**config.mk**
```make
export PLATFORM = sky130hd
export DESIGN_NAME = iq_alloc
export DESIGN_NICKNAME = d
export VERILOG_FILES = /design/src/rtl/iq_pkg.sv /design/src/rtl/iq_free_finder.sv /design/src/rtl/iq_alloc.sv
export SDC_FILE = /design/constraint.sdc
export NUM_CORES = 1
export LEC_CHECK = 0
export ABC_AREA = 1
export CORE_MARGIN = 4
export CORE_UTILIZATION = 58
export DETAILED_ROUTE_END_ITERATION = 10
export PLACE_DENSITY = 0.91
export SLEW_MARGIN = 20
export SYNTH_ARGS = -nofsm -noshare
export SYNTH_HDL_FRONTEND = slang
export SYNTH_SLANG_ARGS = --single-unit
```
**constraint.sdc**
```tcl
create_clock -name clk -period 14.66 [get_ports clk]
set_input_delay 2.932 -clock clk [delete_from_list [all_inputs] [get_ports clk]]
set_output_delay 2.932 -clock clk [all_outputs]
set_load 0.02 [all_outputs]
```
**src/rtl/iq_pkg.sv**
```systemverilog
// Shared issue-queue parameters and helpers (used by allocator, issue queue, arbiter, wakeup).
package iq_pkg;

    localparam int CIQ_DEPTH  = 16;
    localparam int DECODE_NUM = 4;
    localparam int ISSUE_NUM  = 4;
    localparam int IQ_ADDR_W  = $clog2(CIQ_DEPTH);
    localparam int IQ_CNT_W   = $clog2(CIQ_DEPTH + 1);

    typedef logic [IQ_ADDR_W-1:0] iq_addr_t;
    typedef logic [CIQ_DEPTH-1:0] iq_mask_t;
    typedef logic [IQ_CNT_W-1:0]  iq_cnt_t;

    function automatic iq_cnt_t popcount(input iq_mask_t v);
        iq_cnt_t n;
        n = '0;
        for (int i = 0; i < CIQ_DEPTH; i++) begin
            n = n + iq_cnt_t'(v[i]);
        end
        return n;
    endfunction

endpackage

```
**src/rtl/iq_free_finder.sv**
```systemverilog
// Combinational first-N-zeros priority encoder: addr_o[k] is the k-th lowest free entry.
module iq_free_finder
    import iq_pkg::*;
(
    input  iq_mask_t                   busy_i,
    output iq_addr_t [DECODE_NUM-1:0]  addr_o
);

    iq_cnt_t seen;

    // Slots beyond the number of free entries keep 0; callers gate them with free_cnt.
    always_comb begin
        addr_o = '0;
        seen   = '0;
        for (int i = 0; i < CIQ_DEPTH; i++) begin
            if (!busy_i[i]) begin
                for (int k = 0; k < DECODE_NUM; k++) begin
                    if (seen == iq_cnt_t'(k)) begin
                        addr_o[k] = iq_addr_t'(i);
                    end
                end
                seen = seen + iq_cnt_t'(1);
            end
        end
    end

endmodule

```
**src/rtl/iq_alloc.sv**
```systemverilog
// CIQ entry allocator: busy bitmap, all-or-nothing group allocation, grant release, flush.
// Optional stall perf counter enabled by defining IQ_ALLOC_PERF_EN.
module iq_alloc
    import iq_pkg::*;
(
    input  logic                       clk,
    input  logic                       rst_n,
    input  logic [DECODE_NUM-1:0]      dec_valid,
    output logic                       alloc_ready,
    output iq_addr_t [DECODE_NUM-1:0]  free_addr,
    output logic [DECODE_NUM-1:0]      free_valid,
    input  iq_addr_t [ISSUE_NUM-1:0]   arbit_addr,
    input  logic [ISSUE_NUM-1:0]       arbit_grant,
    input  logic                       flush,
    output iq_cnt_t                    free_cnt,
    output logic [31:0]                stall_cycles
);

    iq_mask_t busy_q, busy_d;
    iq_cnt_t  free_cnt_q, free_cnt_d;
    iq_mask_t alloc_mask, rel_mask;

    iq_free_finder u_finder (
        .busy_i (busy_q),
        .addr_o (free_addr)
    );

    // Ready depends on registered count and flush only, never on dec_valid.
    assign alloc_ready = (free_cnt_q >= iq_cnt_t'(DECODE_NUM)) && !flush;
    assign free_valid  = dec_valid & {DECODE_NUM{alloc_ready}};
    assign free_cnt    = free_cnt_q;

    always_comb begin
        alloc_mask = '0;
        rel_mask   = '0;
        for (int k = 0; k < DECODE_NUM; k++) begin
            if (free_valid[k]) alloc_mask[free_addr[k]] = 1'b1;
        end
        for (int j = 0; j < ISSUE_NUM; j++) begin
            if (arbit_grant[j]) rel_mask[arbit_addr[j]] = 1'b1;
        end
        if (flush) begin
            busy_d = '0;
        end else begin
            busy_d = (busy_q & ~rel_mask) | alloc_mask;
        end
        free_cnt_d = iq_cnt_t'(CIQ_DEPTH) - popcount(busy_d);
    end

    always_ff @(posedge clk or negedge rst_n) begin
        if (!rst_n) begin
            busy_q     <= '0;
            free_cnt_q <= iq_cnt_t'(CIQ_DEPTH);
        end else begin
            busy_q     <= busy_d;
            free_cnt_q <= free_cnt_d;
        end
    end

`ifdef IQ_ALLOC_PERF_EN
    logic [31:0] stall_q, stall_d;

    always_comb begin
        stall_d = stall_q;
        if (|dec_valid && !alloc_ready && !flush && (stall_q != 32'hFFFF_FFFF)) begin
            stall_d = stall_q + 32'd1;
        end
    end

    always_ff @(posedge clk or negedge rst_n) begin
        if (!rst_n) begin
            stall_q <= '0;
        end else begin
            stall_q <= stall_d;
        end
    end

    assign stall_cycles = stall_q;
`else
    assign stall_cycles = '0;
`endif

    a_alloc_disjoint: assert property (@(posedge clk) disable iff (!rst_n)
        (alloc_mask & busy_q) == '0);

    a_cnt_matches_busy: assert property (@(posedge clk) disable iff (!rst_n)
        free_cnt_q == iq_cnt_t'(CIQ_DEPTH) - popcount(busy_q));

    for (genvar j = 0; j < ISSUE_NUM; j++) begin : g_rel_chk
        a_release_busy: assert property (@(posedge clk) disable iff (!rst_n)
            arbit_grant[j] |-> busy_q[arbit_addr[j]]);
    end

endmodule

```
==> impl_metrics.env <==
export IMPL_via_per_inst=5.53
export IMPL_dr_pass1_iters=5
export IMPL_synth_edff_count=0
export IMPL_grt_pass1_vias=6312
export IMPL_drive_above_1_share_pct=13.2
export IMPL_antenna_found_initial=0
export IMPL_fillers=968
export IMPL_required_ns=14.82
export IMPL_synth_area_per_cell_um2=5.87
export IMPL_rows=37
export IMPL_clk_insertion_delay_late_ns=0.27
export IMPL_dp_hpwl_um=15700
export IMPL_yosysSeqAreaShare_pct=8.51
export IMPL_grt_max_degree=22
export IMPL_dp_cells=1240
export IMPL_cpMaxStageDelayCell="fa_2"
export IMPL_grt_ovfl_total=0
export IMPL_cp_num_buf_inv=15
export IMPL_start_util_pct=59.7
export IMPL_cp_max_fo=6
export IMPL_root_buffer="clkbuf_8"
export IMPL_holdBufCountCts=0
export IMPL_hold_viol=0
export IMPL_die_w_um=111
export IMPL_pre_cts_ws_ns=0.355
export IMPL_dr_first_iter_drc_count=608
export IMPL_register_area_um2=529
export IMPL_die_area_um2=12400
export IMPL_arrival_ns=14.08
export IMPL_fmax_ghz=0.0719
export IMPL_multi_input_area_um2=4820
export IMPL_fin_area_um2=6880
export IMPL_grt_usage_pct=28.4
export IMPL_startpoint_type="flop"
export IMPL_stdcell_count=1246
export IMPL_cap_violations=0
export IMPL_final_antenna_net_count=0
export IMPL_cpMostUsedCell="inv_1"
export IMPL_status="finished clean"
export IMPL_period_share_pct=94.9
export IMPL_path_class="reg2reg"
export IMPL_setup_viol=0
export IMPL_ys_seq_elements=21
export IMPL_wl_per_cell_um=14.7
export IMPL_fin_ws_ns=0.744
export IMPL_worstMarginPinSlew_ns=0.955
export IMPL_slew_headroom_pct=36.1
export IMPL_synth_cell_area_um2=6190
export IMPL_pin_count=85
export IMPL_clkTransAtPathRegs_ns=0.08
export IMPL_finClkSkew_ns=0.00803
export IMPL_routed_wl_um=18300
export IMPL_final_nets=1213
export IMPL_synth_cells=1055
export IMPL_post_dp_cell_area_um2=6750
export IMPL_critPathCaptureType="flop"
export IMPL_vias=6887
export IMPL_numCtsBuffers=3
export IMPL_die_height_um=111
export IMPL_final_cell_mix="nand2_1, inv_1, nor2_1, nand3_1, ha_1"
export IMPL_synth_ff_type="dfrtp_1"
export IMPL_area_delta_synth_final_pct=11.1
export IMPL_core_area_um2=10400
export IMPL_hold_path_class="reg2reg"
export IMPL_htree_num_levels=1
export IMPL_critical_path_top_delay_family="adder cells"
export IMPL_gp_congestion=1.05
export IMPL_finalSetupTns_ns=0
export IMPL_clock_path_buffers=2
export IMPL_cts_tree="done"
export IMPL_ys_types=54
export IMPL_yosysWarnings=0
export IMPL_antenna_cells=0
export IMPL_async_flop_share_pct=100
export IMPL_port_buffers=52
export IMPL_crit_path_max_incr_delay_ns=0.62
export IMPL_grt_pass1_wl_um=29600
export IMPL_cts_sinks=21
export IMPL_fin_crit_ns=13.92
export IMPL_final_max_slew_viol_count=0
export IMPL_drc=0
export IMPL_layout_commonest_cell="nand2_1"
cell families (layout without fill, tap and decap cells):
kind of cell | Yosys count | in the layout | synth area share [%]
AOI/OAI and AO/OA | 92 | 92 | 9.52
buffers and inverters | 239 | 263 | 16.5
and+or+nand+nor | 626 | 626 | 48.7
other | 1 | 32 | 0.0606
xor gates and xnor gates | 1 | 1 | 0.142
adders and majority gates | 75 | 75 | 16.6
DFF | 21 | 21 | 8.51
worst register-to-register path: cells and delay by family (launching register included):
kind	cells	cell delay (ns)
adder cells (fa/ha/maj)	21	7.26
AND/OR/NAND/NOR	32	4.74
AO/OA/AOI/OAI	2	0.23
buffers and inverters	15	1.07
flip-flops	1	0.46
synthesized netlist by cell type (all sizes together), types with 2 or more instances:
| library cell | count | area (µm²) |
|---|---|---|
| nor2 | 138 | 563 |
| a311oi | 2 | 17.5 |
| a31oi | 2 | 12.5 |
| fa | 12 | 240 |
| clkinv | 6 | 22.5 |
| a2111oi | 2 | 17.5 |
| nor3 | 10 | 55.1 |
| clkbuf | 2 | 7.51 |
| o311ai | 3 | 26.3 |
| o211ai | 8 | 60.1 |
| nand2 | 303 | 1330 |
| o22ai | 4 | 25.0 |
| nand4 | 22 | 144 |
| o32ai | 2 | 17.5 |
| o221ai | 2 | 17.5 |
| a211oi | 3 | 22.5 |
| dfrtp | 20 | 500 |
| buf | 32 | 240 |
| nand3 | 140 | 836 |
| a221oi | 2 | 17.5 |
| ha | 63 | 788 |
| a21boi | 2 | 15.0 |
| inv | 199 | 749 |
| or2 | 10 | 62.6 |
| a21oi | 27 | 139 |
| o21ai | 23 | 119 |
| o31ai | 3 | 22.5 |
| a32oi | 2 | 17.5 |
registers in the layout, indices dropped and copies added, names as in the netlist:
signal	cells
busy_q	16
free_cnt	5
routing by layer:
metal / wire (µm) / global-route usage, % / vias to the layer above
li1: - / - / 3407
met1: 7610 / 37.0 / 3088
met2: 8610 / 49.0 / 329
met3: 1380 / 3.11 / 63
met4: 703 / 9.16 / 0
met5: 0 / 0 / -
per-stage QoR:
step	utilization [%]	hold WS [ns]
2_1_floorplan	-	0.727
3_3_place_gp	65.1	0.914
3_5_place_dp	65.1	0.925
4_1_cts	65.6	0.939
5_1_grt	66.3	0.957
6_report	66.3	0.926
final timing paths:
check | to | slack [ns] | startpoint | depth (start not counted)
worst max-delay path | free_cnt[3]$_DFF_PN0_ | 0.74 | busy_q[0]$_DFF_PN0_ | 70
worst min-delay path | busy_q[1]$_DFF_PN0_ | 0.93 | busy_q[1]$_DFF_PN0_ | 4
max in group asynchronous | busy_q[1]$_DFF_PN0_ | 10.83 | rst_n | 1
worst max register to register | free_cnt[3]$_DFF_PN0_ | 0.74 | busy_q[0]$_DFF_PN0_ | 70
worst min register to register | busy_q[1]$_DFF_PN0_ | 0.93 | busy_q[1]$_DFF_PN0_ | 4
min in group asynchronous | free_cnt[0]$_DFF_PN0_ | 3.19 | rst_n | 1
cell type report:
cell class / instances / share of cell area [%]
Clock inverter: 1 / 0.109
Timing Repair Buffer: 54 / 7.79
Tap cell: 136 / 2.47
Clock buffer: 3 / 0.601
Sequential cell: 21 / 7.70
Inverter: 205 / 11.2
Multi-Input combinational cell: 826 / 70.1
what timing repair did:
item / CTS / global route
gates resized for setup: 0 / 24
buffers inserted: 0 / 2
setup endpoints to repair: 0 / 19
Power is not shown: default switching activity piles up to over one toggle a cycle in this logic, so the estimate is an artifact.
